File: src/rtl/wb_sdram_txn_monitor.sv
// Passive whitebox monitor for the SDRAM controller.
// It observes the Wishbone slave port and the SDRAM command pins, follows each transaction
// through a small FSM, and keeps saturating event counters and first-beat latency figures.
// It also raises sticky flags for protocol errors and hung requests.
// The monitor never drives the observed design.
module wb_sdram_txn_monitor #(
    parameter int unsigned AW      = 26,
    parameter int unsigned DW      = 32,
    parameter int unsigned CNT_W   = 16,
    parameter int unsigned LAT_W   = 10,
    parameter int unsigned TIMEOUT = 256
) (
    input  logic              wb_clk_i,
    input  logic              wb_rst_i,      // active-low, asynchronous
    input  logic              clr_i,
    input  logic              wb_cyc_i,
    input  logic              wb_stb_i,
    input  logic              wb_we_i,
    input  logic              wb_ack_o,      // slave ack, observed only
    input  logic [2:0]        wb_cti_i,
    input  logic [AW-1:0]     wb_addr_i,
    input  logic [DW/8-1:0]   wb_sel_i,
    input  logic              sdram_en,
    input  logic              sdram_ras_n,
    input  logic              sdram_cas_n,
    input  logic              sdram_we_n,
    output logic [CNT_W-1:0]  rd_cnt_o,
    output logic [CNT_W-1:0]  wr_cnt_o,
    output logic [CNT_W-1:0]  beat_cnt_o,
    output logic [CNT_W-1:0]  act_cnt_o,
    output logic [CNT_W-1:0]  ref_cnt_o,
    output logic [LAT_W-1:0]  lat_last_o,
    output logic [LAT_W-1:0]  lat_max_o,
    output logic              busy_o,
    output logic              timeout_o,
    output logic              err_o,
    output logic [2:0]        err_code_o
);

    localparam int unsigned SW = DW / 8;
    localparam logic [AW-1:0]  STRIDE     = AW'(SW);
    localparam logic [LAT_W:0] TIMEOUT_LV = (LAT_W + 1)'(TIMEOUT);
    localparam logic [2:0]     CTI_INC    = 3'b010;
    localparam logic [2:0]     CTI_END    = 3'b111;

    typedef enum logic [1:0] {StIdle, StReq, StBurst, StHung} state_t;

    // FSM and transaction snapshot
    state_t            r_state, w_state_d;
    logic [LAT_W-1:0]  r_lat, w_lat_d;
    logic [AW-1:0]     r_addr, w_addr_d;
    logic              r_we, w_we_d;
    logic [SW-1:0]     r_sel, w_sel_d;
    logic [AW-1:0]     r_exp, w_exp_d;

    // Output registers
    logic [CNT_W-1:0]  r_rd_cnt, r_wr_cnt, r_beat_cnt, r_act_cnt, r_ref_cnt;
    logic [LAT_W-1:0]  r_lat_last, r_lat_max;
    logic              r_timeout, r_err;
    logic [2:0]        r_err_code;

    // Per-cycle events
    logic              w_req;
    logic              w_beat, w_done_rd, w_done_wr, w_lat_smp, w_timeout;
    logic [LAT_W-1:0]  w_lat_val;
    logic [LAT_W:0]    w_lat_inc;
    logic [5:1]        w_err;
    logic [2:0]        w_err_code;
    logic [2:0]        w_cmd;
    logic              w_act, w_ref;

    function automatic logic [CNT_W-1:0] sat_cnt(input logic [CNT_W-1:0] v);
        return (&v) ? v : v + CNT_W'(1);
    endfunction

    assign w_req     = wb_cyc_i & wb_stb_i;
    assign w_cmd     = {sdram_ras_n, sdram_cas_n, sdram_we_n};
    assign w_act     = sdram_en & (w_cmd == 3'b011);
    assign w_ref     = sdram_en & (w_cmd == 3'b001);
    assign w_lat_inc = {1'b0, r_lat} + (LAT_W + 1)'(1);

    // Next-state, snapshot updates and event/error detection
    always_comb begin
        w_state_d = r_state;
        w_lat_d   = r_lat;
        w_addr_d  = r_addr;
        w_we_d    = r_we;
        w_sel_d   = r_sel;
        w_exp_d   = r_exp;
        w_beat    = 1'b0;
        w_done_rd = 1'b0;
        w_done_wr = 1'b0;
        w_lat_smp = 1'b0;
        w_lat_val = '0;
        w_timeout = 1'b0;
        w_err     = '0;

        if (wb_ack_o && !w_req) begin
            w_err[1] = 1'b1;
        end
        // READ (101) or WRITE (100) while no transaction is open
        if (sdram_en && (r_state == StIdle) && (w_cmd[2:1] == 2'b10)) begin
            w_err[5] = 1'b1;
        end

        unique case (r_state)
            StIdle: begin
                if (w_req) begin
                    w_addr_d  = wb_addr_i;
                    w_we_d    = wb_we_i;
                    w_sel_d   = wb_sel_i;
                    w_lat_d   = LAT_W'(1);
                    w_state_d = StReq;
                    // Zero-wait ack: the first beat completes in this same cycle
                    if (wb_ack_o) begin
                        w_beat    = 1'b1;
                        w_lat_smp = 1'b1;
                        w_lat_val = LAT_W'(1);
                        if (wb_cti_i == CTI_INC) begin
                            w_state_d = StBurst;
                            w_exp_d   = wb_addr_i + STRIDE;
                        end else begin
                            w_state_d = StIdle;
                            w_done_wr = wb_we_i;
                            w_done_rd = ~wb_we_i;
                        end
                    end
                end
            end
            StReq: begin
                if (!wb_cyc_i) begin
                    w_state_d = StIdle;
                end else if (w_req && wb_ack_o) begin
                    w_beat    = 1'b1;
                    w_lat_smp = 1'b1;
                    w_lat_val = r_lat;
                    if (wb_cti_i == CTI_INC) begin
                        w_state_d = StBurst;
                        w_exp_d   = r_addr + STRIDE;
                    end else begin
                        w_state_d = StIdle;
                        w_done_wr = r_we;
                        w_done_rd = ~r_we;
                    end
                end else begin
                    if (w_req && ((wb_addr_i != r_addr) || (wb_we_i != r_we) ||
                                  (wb_sel_i != r_sel))) begin
                        w_err[2] = 1'b1;
                    end
                    w_lat_d = (&r_lat) ? r_lat : w_lat_inc[LAT_W-1:0];
                    // The counter reaches TIMEOUT on this edge: flag it now
                    if (w_lat_inc >= TIMEOUT_LV) begin
                        w_timeout = 1'b1;
                        w_state_d = StHung;
                    end
                end
            end
            StBurst: begin
                if (!wb_cyc_i) begin
                    w_err[4]  = 1'b1;
                    w_state_d = StIdle;
                end else if (w_req && wb_ack_o) begin
                    w_beat  = 1'b1;
                    w_exp_d = r_exp + STRIDE;
                    if (wb_addr_i != r_exp) begin
                        w_err[3] = 1'b1;
                    end
                    if (wb_cti_i == CTI_END) begin
                        w_state_d = StIdle;
                        w_done_wr = r_we;
                        w_done_rd = ~r_we;
                    end
                end
            end
            StHung: begin
                // A late ack is a protocol error and is never counted
                if (wb_ack_o) begin
                    w_err[1] = 1'b1;
                end
                if (!wb_cyc_i) begin
                    w_state_d = StIdle;
                end
            end
            default: begin
                w_state_d = StIdle;
            end
        endcase
    end

    // Lowest error code wins when several fire together
    always_comb begin
        w_err_code = 3'd0;
        if (w_err[1]) begin
            w_err_code = 3'd1;
        end else if (w_err[2]) begin
            w_err_code = 3'd2;
        end else if (w_err[3]) begin
            w_err_code = 3'd3;
        end else if (w_err[4]) begin
            w_err_code = 3'd4;
        end else if (w_err[5]) begin
            w_err_code = 3'd5;
        end
    end

    // FSM state register
    always_ff @(posedge wb_clk_i or negedge wb_rst_i) begin
        if (!wb_rst_i) begin
            r_state <= StIdle;
        end else begin
            r_state <= w_state_d;
        end
    end

    // Latency counter and transaction snapshot; untouched by clr_i
    always_ff @(posedge wb_clk_i or negedge wb_rst_i) begin
        if (!wb_rst_i) begin
            r_lat  <= '0;
            r_addr <= '0;
            r_we   <= 1'b0;
            r_sel  <= '0;
            r_exp  <= '0;
        end else begin
            r_lat  <= w_lat_d;
            r_addr <= w_addr_d;
            r_we   <= w_we_d;
            r_sel  <= w_sel_d;
            r_exp  <= w_exp_d;
        end
    end

    // Counters, latency results and sticky flags; clr_i overrides same-cycle events
    always_ff @(posedge wb_clk_i or negedge wb_rst_i) begin
        if (!wb_rst_i) begin
            r_rd_cnt   <= '0;
            r_wr_cnt   <= '0;
            r_beat_cnt <= '0;
            r_act_cnt  <= '0;
            r_ref_cnt  <= '0;
            r_lat_last <= '0;
            r_lat_max  <= '0;
            r_timeout  <= 1'b0;
            r_err      <= 1'b0;
            r_err_code <= 3'd0;
        end else if (clr_i) begin
            r_rd_cnt   <= '0;
            r_wr_cnt   <= '0;
            r_beat_cnt <= '0;
            r_act_cnt  <= '0;
            r_ref_cnt  <= '0;
            r_lat_last <= '0;
            r_lat_max  <= '0;
            r_timeout  <= 1'b0;
            r_err      <= 1'b0;
            r_err_code <= 3'd0;
        end else begin
            if (w_done_rd) r_rd_cnt <= sat_cnt(r_rd_cnt);
            if (w_done_wr) r_wr_cnt <= sat_cnt(r_wr_cnt);
            if (w_beat)    r_beat_cnt <= sat_cnt(r_beat_cnt);
            if (w_act)     r_act_cnt <= sat_cnt(r_act_cnt);
            if (w_ref)     r_ref_cnt <= sat_cnt(r_ref_cnt);
            if (w_lat_smp) begin
                r_lat_last <= w_lat_val;
                if (w_lat_val > r_lat_max) begin
                    r_lat_max <= w_lat_val;
                end
            end
            if (w_timeout) r_timeout <= 1'b1;
            if ((|w_err) && !r_err) begin
                r_err      <= 1'b1;
                r_err_code <= w_err_code;
            end
        end
    end

    assign rd_cnt_o   = r_rd_cnt;
    assign wr_cnt_o   = r_wr_cnt;
    assign beat_cnt_o = r_beat_cnt;
    assign act_cnt_o  = r_act_cnt;
    assign ref_cnt_o  = r_ref_cnt;
    assign lat_last_o = r_lat_last;
    assign lat_max_o  = r_lat_max;
    assign busy_o     = (r_state != StIdle);
    assign timeout_o  = r_timeout;
    assign err_o      = r_err;
    assign err_code_o = r_err_code;

endmodule

File: config.mk
export PLATFORM = sky130hd
export DESIGN_NAME = wb_sdram_txn_monitor
export DESIGN_NICKNAME = d
export VERILOG_FILES = /design/src/rtl/wb_sdram_txn_monitor.sv
export SDC_FILE = /design/constraint.sdc
export NUM_CORES = 1
export LEC_CHECK = 0
export ABC_AREA = 1
export CAP_MARGIN = 10
export CELL_PAD_IN_SITES_DETAIL_PLACEMENT = 2
export CELL_PAD_IN_SITES_GLOBAL_PLACEMENT = 2
export CORE_MARGIN = 2
export CORE_UTILIZATION = 32
export DETAILED_ROUTE_END_ITERATION = 6
export PLACE_DENSITY_LB_ADDON = 0.1
export SLEW_MARGIN = 20
export SYNTH_ARGS = -nofsm -noshare
export SYNTH_HDL_FRONTEND = slang
export SYNTH_SLANG_ARGS = --single-unit
export TNS_END_PERCENT = 30
File: constraint.sdc
create_clock -name wb_clk_i -period 3.7 [get_ports wb_clk_i]
set_clock_uncertainty 0.2 [all_clocks]
set_input_delay 0.74 -clock wb_clk_i [delete_from_list [all_inputs] [get_ports wb_clk_i]]
set_output_delay 0.74 -clock wb_clk_i [all_outputs]
set_load 0.01 [all_outputs]
==> results.sh, run 1 <==
export IMPL_drc=0
export IMPL_grt_max_degree=64
export IMPL_switching_share=0.448
export IMPL_antenna_found_initial=2
export IMPL_finalCriticalPeriod_ns=3.17
export IMPL_seq_area_frac_synth=0.387
export IMPL_cts_buffer_depth=2
export IMPL_ant_nets=0
export IMPL_vias_per_cell=5.05
export IMPL_yosysWarningCount=0
export IMPL_cts_max_level=4
export IMPL_fmax_ghz=0.315
export IMPL_boundaryPins=150
export IMPL_rsz0062_at_grt="no"
export IMPL_power_leakage_nw=6.21
export IMPL_cts_root_buf="clkbuf_16"
export IMPL_hold_violations=0
export IMPL_die_y_um=192
export IMPL_numClockSinks=174
export IMPL_worstSetupPathType="in -> reg"
export IMPL_io_buffers=149
export IMPL_synth_top_area_cell="dfrtp_1"
export IMPL_power_frac_clock=0.239
export IMPL_dieWidth_um=192
export IMPL_grt_pass1_wl_mm=66.1
export IMPL_final_cell_mix="434 x nand2_1, 174 x dfrtp_1, 173 x inv_1, 147 x clkdlybuf4s50_1, 140 x nor2_1"
export IMPL_synthCells=1545
export IMPL_cts_clk_slew_worst_paths_ns=0.08
export IMPL_avgSynthCellArea_um2=7.29
export IMPL_initial_utilization=0.325
export IMPL_hpwlAfterDp_mm=30.3
export IMPL_cap_viol_max_count=0
export IMPL_post_route_util=0.398
export IMPL_syn_area_mm2=0.0113
export IMPL_cts_setup_buffers=0
export IMPL_p_sw_mw=3.39
export IMPL_first_pass_iters=4
export IMPL_yosys_cell_types_count=54
export IMPL_synth_area_top_cells="dfrtp_1 39%, nand2_1 14%, inv_1 5.8%, nand3_1 5.6%, o21ai_0 4.8%"
export IMPL_nets=1758
export IMPL_slew_headroom=0.554
export IMPL_p_comb_frac=0.423
export IMPL_tns_ns=0
export IMPL_ys_ff_latch=174
export IMPL_core_area_mm2=0.0346
export IMPL_grt_pass1_vias=11999
export IMPL_power_internal_mw=4.18
export IMPL_worstSetupEndpointType="register"
export IMPL_die_area_mm2=0.0367
export IMPL_finalNonFillerCells=2161
export IMPL_seqPwrFrac=0.339
export IMPL_critPathLaunchType="input pin"
export IMPL_path_max_fanout=16
export IMPL_crit_arrival_ns=3.34
export IMPL_crit_required_ns=3.87
export IMPL_reg2regPathDepth=11
export IMPL_setup_viol=0
export IMPL_placed_cells=2127
export IMPL_area_growth_syn_to_layout_pct=22.6
export IMPL_cts_buffers=17
export IMPL_syn_nets=1612
export IMPL_drtIter0Drc=440
export IMPL_wl_per_cell_um=18.6
export IMPL_min_path_type="in -> async"
export IMPL_fin_hold_ws_ns=0.0814
export IMPL_ir_worst_vdd_v=0.000338
export IMPL_drive_gt1_frac=0.0751
export IMPL_worst_slew_pin_slew_ns=0.667
export IMPL_clk_latency_ns=0.46
export IMPL_detail_route_wirelength_mm=40.1
export IMPL_slew_viol_final=0
export IMPL_dr_total_vias=10922
export IMPL_gp_congestion=0.820
export IMPL_grt_use_total=0.230
export IMPL_post_route_period_util=0.857
export IMPL_place_area_mm2=0.0132
export IMPL_post_route_cell_area_mm2=0.0138
export IMPL_status="finished, final reports clean"
export IMPL_power_density_mw_per_mm2=549
export IMPL_final_common_cell="nand2_1"
export IMPL_postCtsHoldBufs=0
export IMPL_ctsResizeCount=0
export IMPL_gr_total_overflow=0
export IMPL_row_count=68
export IMPL_synth_top_area_frac=0.387
export IMPL_cts_tree="yes"
==> through the flow <==
stage / total power, mW / worst slack, ns
finish: 7.57 / 0.529
global route: 8.22 / 0.250
CTS: 7.72 / 0.497
detailed placement: 5.82 / 0.0452
global placement: 5.68 / 0.265
floorplan: 4.85 / 0.943
==> power groups by stage <==
stage               registers [mW]  logic (mW)  clock network (mW)
detailed placement            2.60        3.22                   0
floorplan                     2.52        2.33                   0
global route                  2.62        3.67                1.94
global placement              2.57        3.11                   0
CTS                           2.56        3.28                1.88
finish                        2.56        3.20                1.81
==> layout make-up <==
cell class / count / area, um2
Antenna cell: 2 / 5.00
Clock buffer: 17 / 425
Clock inverter: 15 / 130
Fill cell: 4080 / 20800
Inverter: 188 / 708
Multi-Input combinational cell: 1139 / 5910
Sequential cell: 174 / 4350
Tap cell: 455 / 569
Timing Repair Buffer: 171 / 1690
==> registers in the layout (all words and copies together), names as in the netlist <==
| name | cells |
|---|---|
| beat_cnt_o | 16 |
| err_code_o | 3 |
| r_we | 1 |
| r_exp | 26 |
| timeout_o | 1 |
| rd_cnt_o | 16 |
| lat_last_o | 10 |
| r_state | 2 |
| r_sel | 4 |
| r_lat | 10 |
| wr_cnt_o | 16 |
| lat_max_o | 10 |
| err_o | 1 |
| act_cnt_o | 16 |
| ref_cnt_o | 16 |
| r_addr | 26 |
==> metal layers <==
metal / vias to the layer above / GRT usage / share of wire
li1: 5255 / - / -
met1: 5509 / 0.296 / 0.45
met2: 128 / 0.408 / 0.51
met3: 30 / 0.0319 / 0.025
met4: 0 / 0.0524 / 0.014
met5: - / 0 / 0
==> synthesized netlist by cell type (all sizes together) <==
master,number
o22ai,4
nand3b,6
buf,29
nand2,445
o32ai,2
nor3,39
o221a,1
and2,1
o21bai,2
and3,3
nor2,155
inv,188
nor4,8
ha,23
xnor2,29
o21ai,144
nand4,29
o31ai,11
or2,4
nor3b,3
o211ai,1
a31oi,5
a31o,1
dfrtp,174
a21oi,34
a211oi,4
o211a,1
o21a,1
clkbuf,15
nand3,128
xor2,54
o21ba,1
==> logic make-up (layout without fill, tap and decap cells) <==
logic type | count (synthesis) | count (layout) | synth area share
buffers and inverters | 232 | 391 | 0.0880
other | 0 | 2 | 0
xor gates and xnor gates | 83 | 83 | 0.0646
AOI/OAI and AO/OA | 212 | 212 | 0.108
and+or+nand+nor | 821 | 821 | 0.327
DFF | 174 | 174 | 0.387
adders and majority gates | 23 | 23 | 0.0256
==> critical path: stages <==
cell and delay (ns):
clkdlybuf4s50_1 0.56, inv_1 0.15, nor2_8 0.13, nand2_2 0.14, nor2_1 0.22, ha_1 0.29
a21oi_1 0.13, nor2_1 0.06, nor4_1 0.28, nand2_1 0.08, nand2_1 0.20, buf_12 0.17
nand3_1 0.06, o21ai_0 0.10
==> path summary, 6_finish.rpt <==
path                       slack (ns)                    from                       end
setup / recovery                 0.53                wb_ack_o  lat_max_o[7]$_DFFE_PN0P_
hold / removal                   0.08                wb_rst_i   wr_cnt_o[9]$_DFFE_PN0P_
setup reg to reg                 0.63  r_state[1]$_DFFE_PN0P_  lat_max_o[7]$_DFFE_PN0P_
hold reg to reg                  0.32    r_sel[0]$_DFFE_PN0P_      r_sel[0]$_DFFE_PN0P_
max in group asynchronous        2.51                wb_rst_i     r_exp[14]$_DFFE_PN0P_
min in group wb_clk_i            0.32    r_sel[0]$_DFFE_PN0P_      r_sel[0]$_DFFE_PN0P_
Note: power is estimated with default switching activity, not from simulation.
==> inputs of run 2 (changes only) <==
- SLEW_MARGIN: 20 -> 10
==> results of run 2 <==
The final DEF is identical to that of run 1; final timing and power are the same.
==> inputs of run 3 (changes only) <==
- CAP_MARGIN: 10 -> 40
==> results of run 3 <==
The final DEF is identical to that of run 1; final timing and power are the same.
